--- src/rtl/game_pkg.sv ---
// Shared types and constants for the per-frame game-logic scheduler.
package game_pkg;

    typedef enum logic [1:0] {
        IDLE = 2'd0,
        SCAN = 2'd1,
        WAIT = 2'd2
    } sched_state_t;

    localparam int TASK_BALL    = 0;
    localparam int TASK_PADDLE  = 1;
    localparam int TASK_COLLIDE = 2;
    localparam int TASK_SCORE   = 3;

    localparam int H_MAX     = 614;
    localparam int V_DISPLAY = 480;
    localparam int V_MAX     = 511;

endpackage

--- src/rtl/window_event_decoder.sv ---
// Decodes the blanking-window open/close instants from the VGA scan counters.
module window_event_decoder
    import game_pkg::*;
#(
    parameter int WIN_START_LINE = V_DISPLAY,
    parameter int WIN_END_LINE   = 508
) (
    input  logic [9:0] counter_x,
    input  logic [8:0] counter_y,
    output logic       openEvt,
    output logic       closeEvt
);

    logic lineStart;

    assign lineStart = (counter_x == 10'd0);
    assign openEvt   = lineStart && (counter_y == 9'(WIN_START_LINE));
    assign closeEvt  = lineStart && (counter_y == 9'(WIN_END_LINE));

endmodule

--- src/rtl/vblank_task_scheduler.sv ---
// Runs the enabled game-logic tasks one at a time, in index order, inside the
// vertical blanking window; each task gets a start/done handshake with a timeout.
module vblank_task_scheduler
    import game_pkg::*;
#(
    parameter int N_TASKS        = 4,
    parameter int WIN_START_LINE = V_DISPLAY,
    parameter int WIN_END_LINE   = 508,
    parameter int TIMEOUT        = 1024,
    parameter int FC_W           = 8
) (
    input  logic               clk,
    input  logic               rst_n,
    input  logic [9:0]         counter_x,
    input  logic [8:0]         counter_y,
    input  logic [N_TASKS-1:0] task_en,
    input  logic [N_TASKS-1:0] task_done,
    input  logic               clr_overrun,
    output logic [N_TASKS-1:0] task_start,
    output logic               busy,
    output logic               frame_tick,
    output logic               frame_done,
    output logic               timeout_err,
    output logic [2:0]         err_task,
    output logic               overrun,
    output logic [FC_W-1:0]    frame_count
);

    localparam int IW = $clog2(N_TASKS + 1);
    localparam int TW = $clog2(TIMEOUT);

    sched_state_t       state, stateNxt;
    logic [IW-1:0]      idx, idxNxt;
    logic [TW-1:0]      timer, timerNxt;
    logic [N_TASKS-1:0] startNxt;
    logic               tickNxt, doneNxt, toNxt, ovrSet;
    logic [2:0]         errNxt;
    logic [FC_W-1:0]    fcNxt;
    logic               curEn, curDone;
    logic               openEvt, closeEvt;

    window_event_decoder #(
        .WIN_START_LINE(WIN_START_LINE),
        .WIN_END_LINE  (WIN_END_LINE)
    ) u_winDec (
        .counter_x(counter_x),
        .counter_y(counter_y),
        .openEvt  (openEvt),
        .closeEvt (closeEvt)
    );

    always_comb begin
        stateNxt = state;
        idxNxt   = idx;
        timerNxt = timer;
        startNxt = task_start;
        tickNxt  = 1'b0;
        doneNxt  = 1'b0;
        toNxt    = 1'b0;
        ovrSet   = 1'b0;
        errNxt   = err_task;
        fcNxt    = frame_count;
        curEn    = 1'b0;
        curDone  = 1'b0;
        for (int i = 0; i < N_TASKS; i++) begin
            if (idx == IW'(i)) begin
                curEn   = task_en[i];
                curDone = task_done[i];
            end
        end

        case (state)
            IDLE: begin
                if (openEvt) begin
                    tickNxt  = 1'b1;
                    fcNxt    = frame_count + FC_W'(1);
                    idxNxt   = '0;
                    stateNxt = SCAN;
                end
            end
            SCAN: begin
                if (closeEvt) begin
                    startNxt = '0;
                    ovrSet   = 1'b1;
                    stateNxt = IDLE;
                end else if (idx == IW'(N_TASKS)) begin
                    doneNxt  = 1'b1;
                    stateNxt = IDLE;
                end else if (curEn) begin
                    startNxt = N_TASKS'(1) << idx;
                    timerNxt = '0;
                    stateNxt = WAIT;
                end else begin
                    idxNxt = idx + IW'(1);
                end
            end
            WAIT: begin
                // Window close beats a same-cycle done or timeout.
                if (closeEvt) begin
                    startNxt = '0;
                    ovrSet   = 1'b1;
                    stateNxt = IDLE;
                end else if (curDone) begin
                    startNxt = '0;
                    idxNxt   = idx + IW'(1);
                    stateNxt = SCAN;
                end else if (timer == TW'(TIMEOUT - 1)) begin
                    startNxt = '0;
                    toNxt    = 1'b1;
                    errNxt   = 3'(idx);
                    idxNxt   = idx + IW'(1);
                    stateNxt = SCAN;
                end else begin
                    timerNxt = timer + TW'(1);
                end
            end
            default: stateNxt = IDLE;
        endcase
    end

    always_ff @(posedge clk or negedge rst_n) begin
        if (!rst_n) begin
            state       <= IDLE;
            idx         <= '0;
            timer       <= '0;
            task_start  <= '0;
            busy        <= 1'b0;
            frame_tick  <= 1'b0;
            frame_done  <= 1'b0;
            timeout_err <= 1'b0;
            err_task    <= '0;
            overrun     <= 1'b0;
            frame_count <= '0;
        end else begin
            state       <= stateNxt;
            idx         <= idxNxt;
            timer       <= timerNxt;
            task_start  <= startNxt;
            busy        <= (stateNxt != IDLE);
            frame_tick  <= tickNxt;
            frame_done  <= doneNxt;
            timeout_err <= toNxt;
            err_task    <= errNxt;
            frame_count <= fcNxt;
            // A new overrun outranks a simultaneous clear request.
            if (ovrSet)
                overrun <= 1'b1;
            else if (clr_overrun)
                overrun <= 1'b0;
        end
    end

endmodule

--- config.mk ---
export PLATFORM = sky130hd
export DESIGN_NAME = vblank_task_scheduler
export DESIGN_NICKNAME = d
export VERILOG_FILES = /design/src/rtl/game_pkg.sv /design/src/rtl/window_event_decoder.sv /design/src/rtl/vblank_task_scheduler.sv
export SDC_FILE = /design/constraint.sdc
export NUM_CORES = 1
export LEC_CHECK = 0
export CAP_MARGIN = 0
export CORE_ASPECT_RATIO = 1.75
export CORE_UTILIZATION = 30
export CTS_BUF_LIST = sky130_fd_sc_hd__clkbuf_4 sky130_fd_sc_hd__clkbuf_8
export DETAILED_ROUTE_END_ITERATION = 6
export PLACE_DENSITY = 0.57
export SYNTH_ARGS = -nofsm -noshare
export SYNTH_HDL_FRONTEND = slang
export SYNTH_HIERARCHICAL = 1
export SYNTH_SLANG_ARGS = --single-unit
--- constraint.sdc ---
create_clock -name clk -period 2.6 [get_ports clk]
set_clock_uncertainty 0.2 [all_clocks]
set_input_delay 0.65 -clock clk [delete_from_list [all_inputs] [get_ports clk]]
set_output_delay 0.65 -clock clk [all_outputs]
set_load 0.02 [all_outputs]
==> results of run 1 <==
[power by group]
| part | internal, mW | total, mW | switching, mW |
|---|---|---|---|
| clock | 0.394 | 0.598 | 0.204 |
| sequential | 0.544 | 0.545 | 0.000214 |
| combinational | 0.0369 | 0.0582 | 0.0213 |
[cells in the mapped netlist, types with 4 or more instances]
cell       n
dfrtp_1   35
nand2_1   18
ha_1      11
inv_1     11
nor2_1     7
nand2b_1   6
nand3_1    6
o21ai_0    6
o31ai_1    6
a21oi_1    5
and2_1     5
mux2i_1    5
xnor2_1    5
a21boi_1   4
and3_1     4
clkbuf_1   4
mux2_2     4
o211ai_1   4
or4_1      4
[per-stage QoR]
stage / util (%) / total power, mW / hold WS (ns) / setup slack (ns) / std cells
3_5_place_dp: 43.0 / 0.620 / 0.262 / -0.515 / 350
4_1_cts: 45.5 / 1.21 / 0.276 / 0.000733 / 360
2_1_floorplan: - / 0.560 / 0.154 / 0.105 / 198
3_3_place_gp: 43.0 / 0.620 / 0.262 / -0.467 / 350
6_report: 46.9 / 1.20 / 0.239 / 0.0532 / 362
5_1_grt: 46.9 / 1.24 / 0.308 / -0.0118 / 362
[area by class of cell]
class,instances,area (um^2),share of cell area [%]
inverters,11,41.3,1.36
clock buffers,6,76.3,2.51
flip-flops and latches,35,876,28.7
multi-input cells,146,1140,37.4
clock inverters,2,60.1,1.97
repair buffers,80,752,24.7
well taps,82,103,3.37
[kinds of logic (layout without fill, tap and decap cells)]
kind of cell	count (synthesis)	in the layout
flops	35	35
buf+inv	17	99
mux	9	9
fa+ha+maj	11	11
compound gates	46	46
xor+xnor	7	7
simple gates	73	73
[flip-flops by register name, indices dropped and copies added (netlist names), 2 cells and up]
signal / flops
frame_count: 8
idx: 3
err_task: 3
timer: 10
state: 2
task_start: 4
[worst max-delay path by stage]
stage,start,endpoint,cells past startpoint
after floorplan,counter_x[2],timer[1]$_DFFE_PN0P_,9
after global placement,counter_x[2],timer[4]$_DFFE_PN0P_,9
after detailed placement,counter_x[2],timer[8]$_DFFE_PN0P_,9
after CTS,counter_x[6],timer[2]$_DFFE_PN0P_,11
after global routing,task_en[1],timer[2]$_DFFE_PN0P_,8
final,task_en[1],timer[2]$_DFFE_PN0P_,8
[repair_timing]
action                                  in CTS  in global routing
endpoints found under the hold margin        0                  0
hold buffers                                 0                  0
buffers inserted                             3                  1
resized for setup                           16                 15
pin swaps                                   17                 10
gates cloned                                 0                  1
endpoints found under the setup margin      16                 20
[layer usage]
metal	up-vias	routed length, um	GRT usage, %
met3	7	104	2.47
li1	891	-	-
met1	890	1880	15.0
met2	28	3030	30.2
met4	0	89	6.82
met5	-	0	0
==> flow_metrics.py, run 1 <==
metrics = {
    "worst_hold_path": {
        "hp-class": "in -> async",
    },
    "timing": {
        "hold_violations": 0,
        "min_period_ns": 2.55,
        "fmax_mhz": 393,
        "maxSlewViolCount": 0,
        "fin_crit_sh_pct": 98.0,
        "slew_headroom_pct": 47.1,
        "tightest_slew_ns": 0.793,
        "setup_violations": 0,
        "finalSetupTns_ns": 0,
    },
    "synth": {
        "yosys_register_bits": 35,
        "synthFlopType": "dfrtp_1",
        "synth_area_um2": 2010,
        "async_flop_share_pct": 100,
        "synthCells": 198,
        "synth_top_family_by_area": "simple AND/OR/NAND/NOR gates",
        "postSynthAreaPerCell_um2": 10.2,
        "synthMuxAreaShare_pct": 4.73,
        "ys_warn_count": 6,
        "ys_types": 48,
        "synth-edff-count": 0,
        "synth-simple-area-share_pct": 21.5,
        "synth-xor-area-share_pct": 3.05,
        "yosysSeqAreaShare_pct": 43.6,
        "syn-num-nets": 239,
        "netlist.area_leader.share_pct": 43.6,
        "ys_top_cells_by_area": "dfrtp_1 44%, ha_1 6.8%, nand2_1 3.4%",
        "synth_area_leader_cell": "dfrtp_1",
        "synthAdderAreaFrac_pct": 6.85,
        "synth-compound-area-share_pct": 17.0,
    },
    "flow_run": {
        "drv_cap": 0,
    },
    "floorplan": {
        "core_area_um2": 6490,
        "start_util_pct": 31.0,
        "io_pins": 50,
        "num_rows": 39,
        "die_h_um": 110,
        "dieWidth_um": 63.9,
        "die_area_um2": 7050,
    },
    "finish": {
        "fillers": 635,
        "layout_common_cells": "35 x dfrtp_1, 33 x clkdlybuf4s50_1, 29 x buf_4",
        "final_common_cell": "dfrtp_1",
        "antenna_cells": 0,
        "fin_area_um2": 3050,
        "area_growth_pct": 51.5,
        "drive_above_1_share_pct": 22.5,
        "fin_nets": 320,
    },
    "cts": {
        "cts_tree": "done",
        "cts_sinks": 35,
        "htree_levels": 2,
        "clk_pin_slew_ns": 0.08,
        "cts_buffers": 5,
        "clockRootBuffer": "clkbuf_8",
        "clk_latency_ns": 0.29,
        "clk_path_buf_depth": 2,
    },
    "power_and_ir_drop": {
        "leakagePower_nw": 1.41,
        "powerDensity_nw_per_um2": 394,
        "ir_drop_v": 0.000247,
    },
    "detailed_routing": {
        "drt-pass1-iter-count": 5,
        "wl_per_cell_um": 14.1,
        "vias": 1816,
        "drt_iter0_markers": 61,
        "wl_um": 5110,
        "postRouteAntennaNets": 0,
        "drc": 0,
        "vias_per_cell": 5.02,
    },
    "worst_setup_path": {
        "cp-end-kind": "flip-flop",
        "slowest_delay_ns": 0.49,
        "path_buf_inv": 3,
        "crit_type": "in -> reg",
        "critical_path.cell_chain": "clkdlybuf4s50_1, a21oi_1, a2111o_1, buf_4, a211o_4, buf_12, o311ai_2, o31ai_2",
        "reg2reg_to": "timer[2]$_DFFE_PN0P_",
        "r2r_slack_ns": 0.09,
        "critPathArrivalTime_ns": 2.52,
        "crit_required_ns": 2.57,
        "reg2regPathDepth": 9,
        "crit_fanout": 6,
        "reg2reg_from": "idx[1]$_DFFE_PN0P_",
        "critPathTopFamily": "compound AO/OA/AOI/OAI gates",
        "cp_slowest_cell": "a2111o_1",
        "startpoint_type": "primary input",
    },
    "global_route": {
        "grt_pass1_wl_um": 8090,
        "grt_max_degree": 36,
        "grtUsageTotal_pct": 15.2,
        "grt_pass1_vias": 1716,
        "antenna_found_initial": 0,
        "overflow": 0,
    },
    "placed_design": {
        "dp_hpwl_um": 3970,
        "io_buffer_count": 49,
        "place_area_um2": 2790,
        "gp_congestion": 0.806,
    },
    "run_status": {
        "status": "complete, no violations",
    },
}
Power figures use the tool's default switching activity.
==> run 2, diff against run 1 <==
- CORE_ASPECT_RATIO: 1.75 -> 0.8
- CORE_UTILIZATION: 30 -> 45
- PLACE_DENSITY: 0.57 -> 0.81
- clock period: 2.6 -> 2.2 ns (I/O delays scaled with it)
==> flow_metrics.py, run 2 (synthesis results as in run 1) <==
metrics = {
    "run_status": {
        "status": "finished with violations",
        "violations": "setup timing",
    },
    "cts": {
        "clk_pin_slew_ns": 0.07,
        "cts_buffers": 5,
        "cts_tree": "done",
        "htree_levels": 2,
        "clockRootBuffer": "clkbuf_8",
        "hold_buffers": 0,
        "clk_latency_ns": 0.29,
        "clk_path_buf_depth": 2,
        "cts_sinks": 35,
    },
    "detailed_routing": {
        "wl_um": 6490,
        "postRouteAntennaNets": 0,
        "wl_per_cell_um": 17.7,
        "vias_per_cell": 5.65,
        "drt-pass1-iter-count": 4,
        "vias": 2069,
        "drc": 0,
        "drt_iter0_markers": 129,
    },
    "power_and_ir_drop": {
        "ir_drop_v": 0.000474,
        "leakagePower_nw": 1.52,
        "powerDensity_nw_per_um2": 416,
    },
    "timing": {
        "fin_ws_ns": -0.305,
        "rsz0062_at_grt": "true",
        "min_period_ns": 2.50,
        "hold_violations": 0,
        "fmax_mhz": 399,
        "fin_crit_sh_pct": 114,
        "tightest_slew_ns": 0.451,
        "setup_violations": 23,
        "maxSlewViolCount": 0,
        "finalSetupTns_ns": -5.53,
        "slew_headroom_pct": 69.9,
    },
    "worst_setup_path": {
        "crit_fanout": 8,
        "critical_path.cell_chain": "inv_2, ha_4, buf_4, nand3b_1, a2111o_1, a31oi_4, buf_6, or4_1, a21boi_1",
        "slowest_delay_ns": 0.50,
        "cp-end-kind": "flip-flop",
        "crit_required_ns": 2.21,
        "cp_slowest_cell": "or4_1",
        "startpoint_type": "flip-flop",
        "critPathArrivalTime_ns": 2.52,
        "crit_type": "reg -> reg",
        "reg2regPathDepth": 9,
    },
    "finish": {
        "fin_nets": 349,
        "largest_register_ffs": 10,
        "area_growth_pct": 69.0,
        "drive_above_1_share_pct": 41.1,
        "instances_no_fill": 366,
        "fillers": 221,
        "reg.largest.list": "timer x10, frame_count x8, task_start x4",
        "fin_area_um2": 3400,
        "largest_register": "timer",
        "final_common_cell": "buf_4",
        "antenna_cells": 0,
        "layout_common_cells": "47 x buf_4, 34 x dfrtp_1, 32 x clkdlybuf4s50_1",
    },
    "placed_design": {
        "io_buffer_count": 49,
        "place_area_um2": 2890,
        "gp_congestion": 0.876,
        "dp_cells": 342,
        "dp_hpwl_um": 3750,
        "place_ws_ns": -0.734,
    },
    "floorplan": {
        "num_rows": 21,
        "core_area_um2": 4230,
        "start_util_pct": 47.5,
        "die_area_um2": 4740,
        "die_h_um": 61.8,
        "io_pins": 50,
        "dieWidth_um": 76.7,
    },
    "worst_hold_path": {
        "hp-class": "reg -> reg",
        "hold_depth": 1,
    },
    "global_route": {
        "overflow": 0,
        "grt_pass1_wl_um": 9250,
        "grt_pass1_vias": 2040,
        "antenna_found_initial": 0,
        "grt_max_degree": 36,
        "grtUsageTotal_pct": 25.8,
    },
    "flow_run": {
        "drv_cap": 0,
    },
}
## run 2: changes by cell type in the layout (fill, tap and decap cells not counted), sizes merged
cell / change
clkdlybuf4s15: +3
a21o: +1
buf: +39
clkinvlp: +1
a211o: +1
clkbuf: -1
clkdlybuf4s50: -1
dlymetal6s2s: -6
dlygate4sd2: -8
## run 2: area by class of cell
cell class | instances | area [um^2] | area share [%]
multi-input cells | 148 | 1350 | 39.7
repair buffers | 107 | 920 | 27.1
flip-flops and latches | 35 | 877 | 25.8
well taps | 57 | 71.3 | 2.10
clock buffers | 5 | 68.8 | 2.03
clock inverters | 3 | 67.6 | 1.99
inverters | 11 | 43.8 | 1.29
## run 2: power breakdown
part / internal [mW] / switching (mW)
clock: 0.452 / 0.244
sequential: 0.643 / 0.000431
combinational: 0.0438 / 0.0301
total: 1.14 / 0.275
## run 2: final timing paths
kind                                            start                          to  slack (ns)
setup / recovery                   idx[1]$_DFFE_PN0P_        timer[3]$_DFFE_PN0P_       -0.30
max in group asynchronous                       rst_n          idx[0]$_DFFE_PN0P_        0.98
min in group asynchronous                       rst_n         overrun$_DFFE_PN0P_        0.47
hold reg to reg            frame_count[7]$_DFFE_PN0P_  frame_count[7]$_DFFE_PN0P_        0.28
setup reg to reg                   idx[1]$_DFFE_PN0P_        timer[3]$_DFFE_PN0P_       -0.30
hold / removal             frame_count[7]$_DFFE_PN0P_  frame_count[7]$_DFFE_PN0P_        0.28
## run 2: worst max-delay path, delay by kind of cell (launching register included)
family          cells  cell delay, ns
simple gates        2            0.62
compound gates      3            0.61
buf+inv             3            0.42
flops               1            0.42
fa+ha+maj           1            0.17
## run 2: per-stage QoR
stage	utilization, %	hold slack (ns)	power, mW
2_1_floorplan	-	0.0544	0.662
3_3_place_gp	68.4	0.265	0.734
3_5_place_dp	68.4	0.265	0.735
4_1_cts	76.6	0.274	1.42
5_1_grt	80.3	0.320	1.45
6_report	80.3	0.276	1.41
## run 2: metal layers
layer	track usage (%)	part of all wire [%]	vias to the layer above
met5	0	0	-
met4	14.6	2.6	0
met3	8.03	6.6	21
met2	47.1	52	89
met1	27.8	39	1001
li1	-	-	958
## run 2: timing repair
action / CTS / global route
buffers inserted: 8 / 7
gates cloned: 1 / 1
setup endpoints to repair: 31 / 29
pin swaps: 31 / 23
gates resized for setup: 93 / 22
